## src/rtl/reg_alu_seq_if.sv

```systemverilog
// Command/program bus between the reg_alu control-word sequencer and its host.
// Optional carry_flag exists only when REG_ALU_SEQ_CARRY_EN is defined.
interface reg_alu_seq_if #(
  parameter int AW = 4
);
  logic          prog_we;
  logic [AW-1:0] prog_addr;
  logic [28:0]   prog_data;
  logic          start;
  logic [AW:0]   len;
  logic          cout;
  logic          sel;
  logic          wr;
  logic [1:0]    op;
  logic [2:0]    rd_addr_a;
  logic [2:0]    rd_addr_b;
  logic [2:0]    wr_addr;
  logic [15:0]   d_in;
  logic          busy;
  logic          done;
  logic [AW:0]   pc;
`ifdef REG_ALU_SEQ_CARRY_EN
  logic          carry_flag;
`endif

  modport master (
    output prog_we, prog_addr, prog_data,
    output start, len, cout,
    input  sel, wr, op,
    input  rd_addr_a, rd_addr_b, wr_addr,
    input  d_in, busy, done, pc
`ifdef REG_ALU_SEQ_CARRY_EN
    , input carry_flag
`endif
  );

  modport slave (
    input  prog_we, prog_addr, prog_data,
    input  start, len, cout,
    output sel, wr, op,
    output rd_addr_a, rd_addr_b, wr_addr,
    output d_in, busy, done, pc
`ifdef REG_ALU_SEQ_CARRY_EN
    , output carry_flag
`endif
  );
endinterface

```

## src/rtl/reg_alu_seq.sv

```systemverilog
// Control-word sequencer feeding reg_alu: replays a stored program on start.
// Define REG_ALU_SEQ_CARRY_EN to add the sticky carry_flag output.
module reg_alu_seq #(
  parameter int DEPTH = 16,
  parameter int AW    = 4
) (
  input  logic        clk,
  input  logic        reset,
  reg_alu_seq_if.slave bus
);

  typedef enum logic [1:0] {
    IDLE,
    RUN,
    DONE
  } state_t;

  state_t      state_q, state_d;
  logic [AW:0] pc_q, pc_d;
  logic [AW:0] len_q, len_d;
  logic [28:0] word_q, word_d;
  logic        done_q, done_d;
  logic        we_ok;
  logic        start_ok;

  logic [28:0] mem [DEPTH];

  always_comb begin
    state_d  = state_q;
    pc_d     = pc_q;
    len_d    = len_q;
    word_d   = word_q;
    done_d   = 1'b0;
    we_ok    = 1'b0;
    start_ok = 1'b0;
    unique case (state_q)
      IDLE: begin
        word_d = '0;
        we_ok  = bus.prog_we;
        if (bus.start) begin
          start_ok = 1'b1;
          pc_d     = '0;
          if (bus.len > (AW+1)'(DEPTH))
            len_d = (AW+1)'(DEPTH);
          else
            len_d = bus.len;
          if (bus.len == '0)
            state_d = DONE;
          else
            state_d = RUN;
        end
      end
      RUN: begin
        word_d = mem[pc_q[AW-1:0]];
        pc_d   = pc_q + (AW+1)'(1);
        if (pc_q == len_q - (AW+1)'(1))
          state_d = DONE;
      end
      DONE: begin
        // first DONE edge raises done, second returns to IDLE
        word_d = '0;
        if (done_q)
          state_d = IDLE;
        else
          done_d = 1'b1;
      end
      default: begin
        state_d = IDLE;
        word_d  = '0;
      end
    endcase
  end

  always_ff @(posedge clk) begin
    if (reset) begin
      state_q <= IDLE;
      pc_q    <= '0;
      len_q   <= '0;
      word_q  <= '0;
      done_q  <= 1'b0;
    end else begin
      state_q <= state_d;
      pc_q    <= pc_d;
      len_q   <= len_d;
      word_q  <= word_d;
      done_q  <= done_d;
    end
  end

  always_ff @(posedge clk) begin
    if (!reset && we_ok)
      mem[bus.prog_addr] <= bus.prog_data;
  end

  assign bus.sel       = word_q[28];
  assign bus.wr        = word_q[27];
  assign bus.op        = word_q[26:25];
  assign bus.rd_addr_a = word_q[24:22];
  assign bus.rd_addr_b = word_q[21:19];
  assign bus.wr_addr   = word_q[18:16];
  assign bus.d_in      = word_q[15:0];
  assign bus.busy      = (state_q != IDLE);
  assign bus.done      = done_q;
  assign bus.pc        = pc_q;

`ifdef REG_ALU_SEQ_CARRY_EN
  logic carry_q, carry_d;
  logic alu_wb;

  // word_q is the word reg_alu is consuming at this edge
  assign alu_wb = (state_q != IDLE) && word_q[28] && word_q[27];

  always_comb begin
    carry_d = carry_q;
    if (start_ok)
      carry_d = 1'b0;
    else if (alu_wb)
      carry_d = carry_q | bus.cout;
  end

  always_ff @(posedge clk) begin
    if (reset)
      carry_q <= 1'b0;
    else
      carry_q <= carry_d;
  end

  assign bus.carry_flag = carry_q;
`else
  logic unused_cout;
  assign unused_cout = bus.cout ^ start_ok;
`endif

endmodule

```

## src/flat_wrapper.sv

```systemverilog
// flat-port wrapper written by rule: the top's interface ports become plain ports
module reg_alu_seq_flat 
#(
  parameter int DEPTH = 16,
  parameter int AW    = 4
)
  (clk, reset, bus_prog_we, bus_prog_addr, bus_prog_data, bus_start, bus_len, bus_cout, bus_sel, bus_wr, bus_op, bus_rd_addr_a, bus_rd_addr_b, bus_wr_addr, bus_d_in, bus_busy, bus_done, bus_pc);
  reg_alu_seq_if #(.AW(AW)) bus_i ();
  input  logic clk;
  input  logic reset;
  input wire logic [$bits(bus_i.prog_we)-1:0] bus_prog_we;
  input wire logic [$bits(bus_i.prog_addr)-1:0] bus_prog_addr;
  input wire logic [$bits(bus_i.prog_data)-1:0] bus_prog_data;
  input wire logic [$bits(bus_i.start)-1:0] bus_start;
  input wire logic [$bits(bus_i.len)-1:0] bus_len;
  input wire logic [$bits(bus_i.cout)-1:0] bus_cout;
  output wire logic [$bits(bus_i.sel)-1:0] bus_sel;
  output wire logic [$bits(bus_i.wr)-1:0] bus_wr;
  output wire logic [$bits(bus_i.op)-1:0] bus_op;
  output wire logic [$bits(bus_i.rd_addr_a)-1:0] bus_rd_addr_a;
  output wire logic [$bits(bus_i.rd_addr_b)-1:0] bus_rd_addr_b;
  output wire logic [$bits(bus_i.wr_addr)-1:0] bus_wr_addr;
  output wire logic [$bits(bus_i.d_in)-1:0] bus_d_in;
  output wire logic [$bits(bus_i.busy)-1:0] bus_busy;
  output wire logic [$bits(bus_i.done)-1:0] bus_done;
  output wire logic [$bits(bus_i.pc)-1:0] bus_pc;
  assign bus_i.prog_we = bus_prog_we;
  assign bus_i.prog_addr = bus_prog_addr;
  assign bus_i.prog_data = bus_prog_data;
  assign bus_i.start = bus_start;
  assign bus_i.len = bus_len;
  assign bus_i.cout = bus_cout;
  assign bus_sel = bus_i.sel;
  assign bus_wr = bus_i.wr;
  assign bus_op = bus_i.op;
  assign bus_rd_addr_a = bus_i.rd_addr_a;
  assign bus_rd_addr_b = bus_i.rd_addr_b;
  assign bus_wr_addr = bus_i.wr_addr;
  assign bus_d_in = bus_i.d_in;
  assign bus_busy = bus_i.busy;
  assign bus_done = bus_i.done;
  assign bus_pc = bus_i.pc;
  reg_alu_seq #(.DEPTH(DEPTH), .AW(AW)) u_core (.clk(clk), .reset(reset), .bus(bus_i));
endmodule
```

## config.mk

```make
export PLATFORM = sky130hd
export DESIGN_NAME = reg_alu_seq_flat
export DESIGN_NICKNAME = d
export VERILOG_FILES = /design/src/rtl/reg_alu_seq_if.sv /design/src/rtl/reg_alu_seq.sv /design/src/flat_wrapper.sv
export SDC_FILE = /design/constraint.sdc
export NUM_CORES = 1
export LEC_CHECK = 0
export CELL_PAD_IN_SITES_DETAIL_PLACEMENT = 1
export CELL_PAD_IN_SITES_GLOBAL_PLACEMENT = 2
export CORE_MARGIN = 2
export CORE_UTILIZATION = 43
export CTS_BUF_LIST = sky130_fd_sc_hd__clkbuf_16
export DETAILED_ROUTE_END_ITERATION = 8
export GPL_ROUTABILITY_DRIVEN = 0
export PLACE_DENSITY = 0.8
export SYNTH_ARGS = -nofsm -noshare
export SYNTH_HDL_FRONTEND = slang
export SYNTH_SLANG_ARGS = --single-unit
```

## constraint.sdc

```tcl
create_clock -name clk -period 4.1 [get_ports clk]
set_input_delay 0.82 -clock clk [delete_from_list [all_inputs] [get_ports clk]]
set_output_delay 0.82 -clock clk [all_outputs]
set_load 0.01 [all_outputs]
```

# Word-level counts from Yosys, hierarchy flattened
# Memories as Yosys holds them, arrays and structs flattened. A register that Yosys moved wholly into a read port is not among the register bits.
# Index checks and enable logic that the tools add are counted.
# op_classes
addsub	2
n_lt_le_gt_ge	1
n_eq_ne	6
muxes	12
bitwise_logic	2
reduce_logical	11
# op_table
op	n
5-bit two-way mux	2
5-bit one-hot mux with 2 select lines	1
2-bit two-way mux	4
2-bit one-hot mux with 3 select lines	1
5-bit by 1-bit adder with 5-bit output, second input constant	1
5-bit equality test	1
5-bit > comparator, second input constant	1
5-bit logical NOT	1
5-bit by 1-bit subtractor with 5-bit output, second input constant	1
1-bit two-way mux	4
2-bit by 1-bit inequality test with 1-bit output, second input constant	2
2-bit AND reduction	2
2-bit nonzero test	2
2-bit OR reduction	2
3-bit AND reduction	1
2-bit by 1-bit equality test with 1-bit output, second input constant	1
2-bit equality test, second input constant	1
2-bit logical NOT	1
2-bit inequality test, second input constant	1
1-bit inverter	2
1-bit logical AND	1
1-bit logical NOT	1
# word_totals
register_bits	13
mem_bits_rw	464
word_cells	39
mem_count	1
# mem_list
name	depth	word_bits	rd	rd_ports_with_merged_regs	wr	line_no	rtl
u_core.mem	16	29	1	1	1	reg_alu_seq.sv:26	logic [28:0] mem [DEPTH];

# Longest topological paths before layout
# Gate-level depths: netlist of run 1.
# logic_depth
word_depth	5
depth_mapped	6

# Worst setup path before layout of run 1
# OpenSTA, ideal clock, no wires.
# synth_timing
kind	input to register
startpoint	in reset
endpoint	mem u_core.mem[0][0], enable pin
setup_time_ns	0.452
arrival_ns	3.559
required_ns	3.648
setup_slack_ns	0.089
path_stages	5
n_path_buf	1
cell_sequence	clkbuf_2 > nor4b_2 > nor2b_1 > nand2b_1 > nor3_1
# synth_via
elab_chain_len	4
# synth_lines
element	line_no	rtl
start: declaration	flat_wrapper.sv:10	input logic reset;
1-bit logical NOT	reg_alu_seq.sv:91	if (!reset && we_ok)
1-bit logical AND	reg_alu_seq.sv:91	
1-bit two-way mux	reg_alu_seq.sv:91	
1-bit two-way mux (not written as such)	reg_alu_seq.sv:92	mem[bus.prog_addr] <= bus.prog_data;
end: declaration	reg_alu_seq.sv:26	
# No other way between the ends.

# Worst setup path after layout of run 1
# layout_timing
startpoint	in reset
endpoint	mem u_core.mem[13][4], enable pin
# Same word-level chain as after synthesis.

==> results.json, run 1 <==
{
  "clk_latency_ps": 590,
  "syn_to_final_growth_pct": 17.90,
  "r2r-start": "u_core.state_q[1]$_SDFFE_PP0P_",
  "cap_violations": 0,
  "worst_hold_startpoint": "u_core.len_q[4]$_SDFFE_PP0P_",
  "slowest_delay_ps": 640,
  "rsz0062_at_grt": "false",
  "synth_flop_cell": "edfxtp_1",
  "grt_start_max_net_pins": 57,
  "via_count": 8959,
  "grt_pass1_wl_mm": 63.65,
  "clock_skew_ps": 14.73,
  "wire_per_inst_um": 26.34,
  "path_delay_family": "simple AND/OR/NAND/NOR gates",
  "worstPathRequired_ps": 4370,
  "num-nets-final": 1020,
  "period_minus_slack_ps": 2867,
  "hp-class": "flop to flop",
  "start_util_pct": 43.76,
  "synth_top_area_cell": "edfxtp_1",
  "cts_buffer_depth": 3,
  "syn-num-nets": 898,
  "setup-violations-final": 0,
  "root_buffer": "clkbuf_16",
  "rows": 76,
  "tns_ps": 0,
  "end_kind": "flop",
  "die_w_um": 214.1,
  "wl_mm": 42.26,
  "power.total_uw": 10640,
  "clkSlewWorstSetupHoldPaths_ps": 60,
  "track_usage_pct": 18.70,
  "syn_area_um2": 18970,
  "ys_warn_count": 0,
  "slew_violations": 0,
  "synth_top_area_share_pct": 73.43,
  "cts_htree_levels": 2,
  "antenna_found_initial": 2,
  "cp_max_fo": 14,
  "post_cts_resized": 0,
  "dpl.cell_count": 1506,
  "crit_type": "primary input to flop",
  "avgSynthCellArea_um2": 22.24,
  "cts_setup_buffers": 0,
  "ys_types": 42,
  "status": "complete, no violations",
  "drc": 0,
  "synth_cells": 853,
  "portBuffers": 77,
  "fp.coreArea_um2": 43360,
  "cts_sinks": 506,
  "cp-startpoint": "reset",
  "cp-start-kind": "primary input",
  "drt_iter0_drc": 624,
  "tightest_slew_ps": 897.6,
  "arrival_ps": 3140,
  "fin_area_um2": 22370,
  "drive_above_1_share_pct": 24.63,
  "p_leak_uw": 0.006800,
  "period_share_pct": 69.93,
  "ys_ff_latch": 506,
  "irDropWorstVdd_mv": 0.2752,
  "slowest_stage": "nor2_4",
  "cts_tree": "done",
  "worstPathCellList": "clkdlybuf4s50_1 > nor4b_2 > nand3_1 > nor2_4 > buf_4",
  "overflow": 0,
  "firstDrtPassIters": 5,
  "async_reset_ff_share_pct": 0,
  "dieHeight_um": 214.1,
  "io_pins": 79,
  "cts_made_buffers": 52,
  "antenna_cells": 0,
  "timing.final.hold_violations": 0,
  "grt_pass1_vias": 9705,
  "max-slew-margin-rel_pct": 40.16,
  "max_freq_mhz": 348.8,
  "power-per-cell-area_nw_per_um2": 475.8,
  "dieArea_um2": 45820,
  "dp_hpwl_mm": 24.55,
  "antenna_left": 0,
  "fill_cells": 3852,
  "synth.yosys.seq_area_share_pct": 77.86,
  "cts_hold_buf": 0,
  "synth_area_leaders": "edfxtp_1 73%, mux4_2 14%, dfxtp_1 4.4%",
  "postPlaceCellArea_um2": 20740,
  "drt-vias-per-instance": 5.585,
  "synth_edf_count": 464,
  "stdcell_count": 1604,
  "cp_num_buf_inv": 2
}
layer usage:
layer,routed length [µm],GRT usage (%),up-vias
met5,13,0,-
met4,870,5.440,2
met3,1939,3.376,61
met2,21240,31.24,224
met1,18190,25.34,4841
li1,-,-,3831
path summary, 6_finish.rpt:
| kind | slack (ps) | cells after the start | end |
|---|---|---|---|
| max reg2reg | 1350 | 4 | u_core.mem[13][4]$_DFFE_PP_ |
| max | 1230 | 5 | u_core.mem[13][4]$_DFFE_PP_ |
| min reg2reg | 470 | 2 | u_core.len_q[4]$_SDFFE_PP0P_ |
| min | 470 | 2 | u_core.len_q[4]$_SDFFE_PP0P_ |
worst min-delay path, stage by stage, from the launching register on:
cell and delay (ps):
dfxtp_1 320, nand2_1 50, a21oi_1 50
cell usage after synthesis, drive strengths merged, types with 2 or more instances:
library cell / n
edfxtp: 464
mux4: 116
mux2i: 58
dfxtp: 42
o22ai: 29
buf: 27
nor2: 24
clkbuf: 16
nand2: 11
a21oi: 8
nand2b: 7
inv: 6
nor3: 6
nand3b: 5
a22oi: 3
mux2: 3
nand3: 3
xnor2: 3
ha: 2
xor2: 2
final cells by class:
class | count | area [µm²] | share of cell area, %
repair buffers | 111 | 1139 | 5.090
multi-input cells | 298 | 4066 | 18.18
clock buffers | 54 | 1351 | 6.041
well taps | 585 | 732.0 | 3.272
clock inverters | 44 | 274.0 | 1.225
flip-flops and latches | 506 | 14790 | 66.09
inverters | 6 | 22.52 | 0.1007
stage by stage:
step	util [%]	setup WS, ps	hold slack, ps
after floorplan	-	89.00	445.0
after global placement	47.84	626.3	458.0
after detailed placement	47.84	626.1	465.9
after CTS	51.59	1195	474.7
after global routing	51.59	1126	504.0
final	51.59	1233	474.6
cells by family after synthesis:
family	Yosys count	share of synthesized area [%]
flip-flops	506	77.86
multiplexers	177	17.01
AND/OR/NAND/NOR	65	1.728
AO/OA/AOI/OAI	49	1.754
buffers and inverters	49	1.286
XOR/XNOR	5	0.2308
adder cells (fa/ha/maj)	2	0.1319
registers in the layout, summed over array words and instances (netlist names):
name and count:
u_core.word_q 29, u_core.bus.done 1, u_core.bus.pc 5, u_core.mem 464
u_core.len_q 5, u_core.state_q 2
cells in the final DEF, fill, tap and decap left out, types with 13 or more instances in the layout:
| master | Yosys | layout |
|---|---|---|
| clkinv_2 | 0 | 14 |
| mux4_2 | 116 | 116 |
| mux2i_1 | 58 | 58 |
| buf_4 | 12 | 25 |
| clkinv_1 | 0 | 15 |
| dfxtp_1 | 42 | 39 |
| edfxtp_1 | 464 | 464 |
| o22ai_1 | 29 | 29 |
| inv_1 | 6 | 13 |
| clkbuf_16 | 0 | 54 |
| clkdlybuf4s50_1 | 0 | 77 |
power by group:
group	leakage, µW	switching (µW)	internal [µW]
clock	0.000836	1980	2520
sequential	0.00452	32.0	5670
combinational	0.00144	235	212
No activity file was read; power rests on OpenSTA's default activity.
==> inputs of run 2 (changes only) <==
--- a/config.mk
+++ b/config.mk
@@ -8,7 +8,7 @@
 export CELL_PAD_IN_SITES_DETAIL_PLACEMENT = 1
 export CELL_PAD_IN_SITES_GLOBAL_PLACEMENT = 2
 export CORE_MARGIN = 2
-export CORE_UTILIZATION = 43
+export CORE_UTILIZATION = 45
 export CTS_BUF_LIST = sky130_fd_sc_hd__clkbuf_16
 export DETAILED_ROUTE_END_ITERATION = 8
 export GPL_ROUTABILITY_DRIVEN = 0
==> constraint.sdc (replaced) <==
create_clock -name clk -period 2.68 [get_ports clk]
set_input_delay 0.536 -clock clk [delete_from_list [all_inputs] [get_ports clk]]
set_output_delay 0.536 -clock clk [all_outputs]
set_load 0.01 [all_outputs]
==> run 2 against run 1 <==
  * Via count down 0.83%
  * Die area fell by 4.4%
  * Worst hold slack worse by 4.2 ps
  * Register-to-register slack worse by 860 ps
  * Critical path depth shrank 1
  * Largest power group unchanged
==> results.json, run 2 (synthesis gave the netlist of run 1 again) <==
{
  "dp_hpwl_mm": 24.95,
  "drc": 0,
  "dieArea_um2": 43820,
  "top_regs": "u_core.mem x464, u_core.word_q x29",
  "cp_max_fo": 10,
  "grt_pass1_vias": 9986,
  "cp-start-kind": "flop",
  "period_share_pct": 87.64,
  "power_frac_seq_pct": 53.7,
  "root_buffer": "clkbuf_16",
  "grt_start_max_net_pins": 47,
  "num-nets-final": 1040,
  "top_register": "u_core.mem",
  "clk_latency_ps": 590,
  "wire_per_inst_um": 26.42,
  "worstPathRequired_ps": 2140,
  "antenna_found_initial": 1,
  "timing.final.hold_violations": 0,
  "max_freq_mhz": 425.8,
  "hp-class": "flop to flop",
  "cts_sinks": 506,
  "slew_violations": 0,
  "p_sw_share_pct": 20.58,
  "pre_cts_slack_ps": -127.7,
  "power.share.clock_pct": 41.8,
  "p_leak_uw": 0.006988,
  "overflow": 0,
  "cts_buffer_depth": 3,
  "arrival_ps": 1810,
  "grt_pass1_wl_mm": 63.94,
  "clkSlewWorstSetupHoldPaths_ps": 60,
  "utilization_pct": 54.52,
  "clock_skew_ps": 17.89,
  "hold_depth": 2,
  "fp.coreArea_um2": 41760,
  "slowest_stage": "clkdlybuf4s50_1",
  "dpl.cell_count": 1480,
  "drt_iter0_drc": 703,
  "stdcell_count": 1576,
  "crit_type": "flop to output port",
  "irDropWorstVdd_mv": 0.4644,
  "cts_setup_buffers": 0,
  "slowest_delay_ps": 480,
  "power.total_uw": 16210,
  "cts_hold_buf": 0,
  "cap_violations": 0,
  "drt-vias-per-instance": 5.638,
  "final_common_cell": "edfxtp_1",
  "largest_register_ffs": 464,
  "antenna_left": 0,
  "setup-violations-final": 0,
  "io_pins": 79,
  "power-per-cell-area_nw_per_um2": 711.8,
  "max-slew-margin-rel_pct": 58.34,
  "start_util_pct": 45.44,
  "fill_cells": 3552,
  "period_minus_slack_ps": 2349,
  "portBuffers": 77,
  "finalWorstSetupSlack_ps": 331.3,
  "wl_mm": 41.64,
  "worstPathCellList": "buf_4 > nor2_1 > inv_1 > clkdlybuf4s50_1",
  "cts_htree_levels": 2,
  "antenna_cells": 0,
  "tightest_slew_ps": 623.0,
  "status": "complete, no violations",
  "rows": 75,
  "drive_above_1_share_pct": 25.27,
  "dieHeight_um": 209.3,
  "syn_to_final_growth_pct": 19.99,
  "via_count": 8885,
  "p_int_uw": 12870,
  "firstDrtPassIters": 5,
  "track_usage_pct": 19.75,
  "rsz0062_at_grt": "false",
  "p_switching_uw": 3335,
  "p_comb_share_pct": 4.5,
  "end_kind": "output port",
  "cts_tree": "done",
  "rr_worst_depth": 7,
  "die_w_um": 209.3,
  "final_cell_mix": "464 x edfxtp_1, 116 x mux4_2, 77 x clkdlybuf4s50_1",
  "cts_made_buffers": 52,
  "post_cts_resized": 0
}
## run 2: cell types whose count changed in the layout (fill, tap and decap cells not counted), sizes merged
| cell | previous run | this run |
|---|---|---|
| buf | 34 | 54 |
| bufinv | 2 | 3 |
| clkbuf | 54 | 53 |
| clkinv | 31 | 20 |
| clkinvlp | 1 | 2 |
| inv | 16 | 24 |
## run 2: worst max-delay path: cells and delay by family, from the launching register on
kind / cells / cell delay [ps]
DFF: 1 / 320
and+or+nand+nor: 1 / 190
buffers and inverters: 3 / 720
## run 2: path summary, 6_finish.rpt
check                                       to                      startpoint  slack (ps)
setup / recovery                      bus_busy  u_core.state_q[1]$_SDFFE_PP0P_         330
hold reg to reg   u_core.len_q[4]$_SDFFE_PP0P_    u_core.len_q[4]$_SDFFE_PP0P_         470
setup reg to reg   u_core.mem[3][14]$_DFFE_PP_  u_core.state_q[1]$_SDFFE_PP0P_         490
hold / removal    u_core.len_q[4]$_SDFFE_PP0P_    u_core.len_q[4]$_SDFFE_PP0P_         470
## run 2: per-layer routing
layer	wire (µm)	vias to the layer above	track usage [%]
met2	21800	208	34.90
met3	1577	60	3.008
met5	0	-	0
li1	-	3856	-
met4	899	0	5.985
met1	17360	4761	25.42
## run 2: metrics by stage
stage | TNS (ps) | hold slack, ps | cell area, µm²
floorplan | -79320 | 445.0 | 19010
detailed placement | -11680 | 466.1 | 21180
finish | 0 | 470.4 | 22770
CTS | 0 | 474.2 | 22770
global route | 0 | 492.6 | 22770
global placement | -19460 | 456.2 | 21180
## run 2: cell type report
cell class | instances | area [µm²] | area share (%)
Timing Repair Buffer | 131 | 1602 | 7.034
Sequential cell | 506 | 14790 | 64.94
Clock buffer | 53 | 1326 | 5.825
Inverter | 6 | 22.52 | 0.09892
Tap cell | 539 | 674.4 | 2.962
Multi-Input combinational cell | 298 | 4091 | 17.97
Clock inverter | 43 | 266.5 | 1.171
## run 2: power by group through the flow
stage | registers, µW | logic (µW) | clock network (µW)
after floorplan | 8870 | 393 | 0
after CTS | 8700 | 753 | 6930
final | 8700 | 734 | 6770
after detailed placement | 8870 | 748 | 0
after global routing | 8700 | 794 | 7180
after global placement | 8860 | 724 | 0
==> variant 1: new RTL, settings of run 1 <==
`DEPTH` is set to 16 in 2 places; all go to 32.
--- a/src/rtl/reg_alu_seq.sv
+++ b/src/rtl/reg_alu_seq.sv
@@ -1,7 +1,7 @@
 // Control-word sequencer feeding reg_alu: replays a stored program on start.
 // Define REG_ALU_SEQ_CARRY_EN to add the sticky carry_flag output.
 module reg_alu_seq #(
-  parameter int DEPTH = 16,
+  parameter int DEPTH = 32,
   parameter int AW    = 4
 ) (
   input  logic        clk,
--- a/src/flat_wrapper.sv
+++ b/src/flat_wrapper.sv
@@ -1,7 +1,7 @@
 // flat-port wrapper written by rule: the top's interface ports become plain ports
 module reg_alu_seq_flat 
 #(
-  parameter int DEPTH = 16,
+  parameter int DEPTH = 32,
   parameter int AW    = 4
 )
   (clk, reset, bus_prog_we, bus_prog_addr, bus_prog_data, bus_start, bus_len, bus_cout, bus_sel, bus_wr, bus_op, bus_rd_addr_a, bus_rd_addr_b, bus_wr_addr, bus_d_in, bus_busy, bus_done, bus_pc);
Check against the original RTL: not equivalent (a bounded check fails within 4 cycles, from zero or initial values and one cycle with reset high).
==> variant 1 against run 1 <==
  * Total power rose by 1.5%
  * Worst setup slack got worse by 0.040 ns
  * Clock skew rose by 0.012 ns
  * Register-to-register slack better by 0.10 ns
  * Sequential cell count stayed put
  * Area after synthesis increased by 1.8%
  * Wire length rose by 4.0%
  * First-iteration DRC count rose by 51%
  * Final area increased by 1.1%
  * Critical endpoint is now bus_pc[0]
  * Highest routed layer is now met4
==> variant 1: results <==
metrics = {
    "synth": {
        "synthTopCellsByCount": "edfxtp_1 (464), mux2i_1 (103), mux4_2 (86), dfxtp_1 (42), nor2_1 (25)",
        "synth_cells": 922,
        "synthTopCellsByArea": "edfxtp_1 (72%), mux4_2 (10%), mux2i_1 (5.3%)",
        "yosys.cell_types.count": 43,
    },
    "worst_setup_path": {
        "path_delay_family": "flip-flops",
        "crit_arrival_ns": 2.09,
        "crit_end": "bus_pc[0]",
        "slowest_stage": "dfxtp_4",
        "regToRegSetupSlack_ns": 1.45,
        "critPathLaunch": "u_core.bus.pc[0]$_SDFFE_PP0P_",
        "crit_fanout": 33,
        "reg2reg_depth": 5,
    },
    "detailed_routing": {
        "met3WireLength_um": 2470,
        "wl_met1_um": 18500,
        "drt-initial-drc-count": 944,
        "vias": 9436,
    },
    "grt": {
        "grt_usage_pct": 19.1,
        "grt_pass1_wl_um": 65900,
        "grt_max_degree": 55,
        "antenna_found_initial": 0,
        "grt_use_met3_pct": 3.58,
        "met2_usage_pct": 31.3,
        "grt_pass1_vias": 10100,
    },
    "clock_tree": {
        "numCtsBuffers": 51,
        "clock_latency_ns": 0.61,
    },
    "placement": {
        "dp.cells": 1574,
        "post-place-ws_ns": 0.736,
        "dpl_cell_area_um2": 21000,
    },
    "sta": {
        "skew_ns": 0.0271,
        "finalWorstSetupSlack_ns": 1.19,
    },
    "cells_and_area": {
        "nets": 1080,
        "drive_gt1_share_pct": 20.1,
        "fillers": 3991,
    },
    "power": {
        "p_leak_nw": 7.07,
    },
    "run_status": {
        "status": "finished clean",
    },
}
-- variant 1: logic make-up after synthesis --
group,share of synthesized area [%]
AOI/OAI and AO/OA,3.12
xor gates and xnor gates,0.227
adders and majority gates,0.130
buffers and inverters,1.85
DFF,76.5
muxes,15.5
and+or+nand+nor,2.63
-- variant 1: power by group --
group          switching, mW  internal [mW]
clock network           1.95           2.59
registers             0.0448           5.68
logic                  0.286          0.261
total                   2.28           8.52
-- variant 1: worst min-delay path by stage --
stage | from | end | slack (ns) | cells after the start
6_report | u_core.bus.done$_SDFF_PP0_ | u_core.bus.done$_SDFF_PP0_ | 0.44 | 1
4_1_cts | u_core.bus.done$_SDFF_PP0_ | u_core.bus.done$_SDFF_PP0_ | 0.44 | 1
2_1_floorplan | u_core.len_q[4]$_SDFFE_PP0P_ | u_core.len_q[4]$_SDFFE_PP0P_ | 0.45 | 1
3_3_place_gp | u_core.bus.done$_SDFF_PP0_ | u_core.bus.done$_SDFF_PP0_ | 0.44 | 1
5_1_grt | u_core.bus.done$_SDFF_PP0_ | u_core.bus.done$_SDFF_PP0_ | 0.46 | 1
3_5_place_dp | u_core.bus.done$_SDFF_PP0_ | u_core.bus.done$_SDFF_PP0_ | 0.42 | 1
-- variant 1: final cells by class --
class	instances	area (um2)	area share [%]
clock buffer	51	1280	5.65
clock inverter	43	352	1.56
inverter	4	15.0	0.0664
multi-input combinational	359	4300	19.0
sequential	506	14800	65.4
tap	592	741	3.28
timing repair buffer	113	1140	5.05
-- variant 1: worst register-to-register path, cell delays in order (launching register included) --
cell	delay [ns]
dfxtp_1	0.45
nor3_2	0.39
nand2_1	0.08
or3_1	0.48
nor2_4	0.62
buf_4	0.32
==> variant 2: new RTL, settings of run 1 <==
Without the edit above. Re-encode `state_t` (3 states) as one-hot, 3 bits wide.
--- a/src/rtl/reg_alu_seq.sv
+++ b/src/rtl/reg_alu_seq.sv
@@ -9,10 +9,10 @@
   reg_alu_seq_if.slave bus
 );
 
-  typedef enum logic [1:0] {
-    IDLE,
-    RUN,
-    DONE
+  typedef enum logic [2:0] {
+    IDLE = 3'b001,
+    RUN  = 3'b010,
+    DONE = 3'b100
   } state_t;
 
   state_t      state_q, state_d;
Formal check against the unedited RTL: no difference found for any inputs over 4 cycles, from zero or initial values and one cycle with reset high; so few cycles prove little.
==> variant 2 against run 1 <==
  * Global-route usage is 0.29 points higher
  * Clock power down 2%
  * Via count increased by 0.68%
  * Worst hold slack barely moved
  * Wire length down 2.0%
  * Area after synthesis fell by 0.58%
  * Final area shrank 1.0%
  * Die area decreased by 0.57%
  * Sequential cell count rose by 1
  * Worst setup slack got worse by 0.38 ns
  * Register-to-register slack gained 0.02 ns
  * Total power down 2.8%
  * Sequential share of layout area grew 0.76 points
  * Combinational power down 46%
  * Largest cell class unchanged
==> variant 2: results <==
metrics = {
    "synth": {
        "synth_fa_ha_area_share_pct": 0.133,
        "synthTopCellsByCount": "edfxtp_1 (464), mux4_2 (116), a22oi_1 (58), dfxtp_1 (43), nand2_1 (40)",
        "synth_seq_area_share_pct": 78.4,
        "synth_cells": 859,
        "synth_xor_area_share_pct": 0.279,
        "yosys.cell_types.count": 43,
        "syn_nets": 904,
        "synth_compound_area_share_pct": 3.03,
        "muxShareOfSynthArea_pct": 13.9,
    },
    "placement": {
        "post-place-ws_ns": 0.727,
        "dp.cells": 1508,
        "dpl_cell_area_um2": 20600,
    },
    "detailed_routing": {
        "drt-initial-drc-count": 810,
        "routed_via_density": 5.63,
        "routed_wl_um": 41400,
    },
    "grt": {
        "grt_usage_pct": 19.0,
        "grt_pass1_vias": 9757,
        "grt_max_degree": 65,
        "antenna_found_initial": 1,
        "grt_pass1_wl_um": 62700,
    },
    "power": {
        "p_sw_mw": 2.08,
        "p_leak_nw": 6.82,
    },
    "worst_setup_path": {
        "crit_arrival_ns": 2.42,
        "crit-reg2reg-launch": "u_core.state_q[0]$_SDFFE_PP1P_",
        "path_delay_family": "buffers and inverters",
        "slowest_delay_ns": 0.79,
        "slowest_stage": "buf_4",
        "regToRegSetupSlack_ns": 1.37,
        "crit_fanout": 64,
        "reg2reg_depth": 5,
    },
    "cells_and_area": {
        "drive_gt1_share_pct": 23.9,
        "nets": 1021,
    },
    "sta": {
        "slew_headroom_pct": 22.3,
        "hold-worst-slack_ns": 0.475,
        "skew_ns": 0.0246,
    },
    "clock_tree": {
        "numCtsBuffers": 51,
    },
    "run_status": {
        "status": "finished clean",
    },
}
[variant 2: cell count changes after synthesis, sizes merged, moves of 3 or more]
| cell | change |
|---|---|
| nor2 | -3 |
| clkbuf | -3 |
| nand2b | -4 |
| buf | +4 |
| mux2i | -58 |
| nand2 | +29 |
| o21ai | +4 |
| o22ai | -29 |
| a22oi | +55 |
[variant 2: worst max path at each step]
stage / startpoint / end / slack [ns] / cells after the start
detailed placement: bus_prog_we / u_core.mem[0][22]$_DFFE_PP_ / 0.73 / 5
CTS: u_core.bus.pc[3]$_SDFFE_PP0P_ / bus_pc[3] / 0.79 / 2
global placement: bus_prog_we / u_core.mem[0][25]$_DFFE_PP_ / 0.78 / 5
global route: u_core.bus.pc[3]$_SDFFE_PP0P_ / bus_pc[3] / 0.73 / 2
floorplan: bus_prog_we / u_core.mem[0][0]$_DFFE_PP_ / 0.1 / 3
finish: u_core.bus.pc[3]$_SDFFE_PP0P_ / bus_pc[3] / 0.86 / 2
[variant 2: per-layer routing]
metal  part of all wire [%]  track usage, %  wire, um
met5                  0.027               0        11
met4                    1.8            4.55       759
met3                    5.9            3.82      2450
met2                     48            30.3     20000
met1                     44            27.2     18200
[variant 2: layout make-up]
class | instances | area, um2
Tap cell | 585 | 732
Clock inverter | 43 | 290
Multi-Input combinational cell | 303 | 3930
Inverter | 5 | 18.8
Clock buffer | 52 | 1300
Timing Repair Buffer | 108 | 1070
Sequential cell | 507 | 14800
Fill cell | 3840 | 21000
[variant 2: power by group through the flow]
stage	clock network, mW	registers [mW]	logic [mW]
detailed placement	0	5.81	0.245
floorplan	0	5.80	0.0944
finish	4.40	5.70	0.243
global placement	0	5.80	0.234
global route	4.70	5.70	0.265
CTS	4.51	5.70	0.246
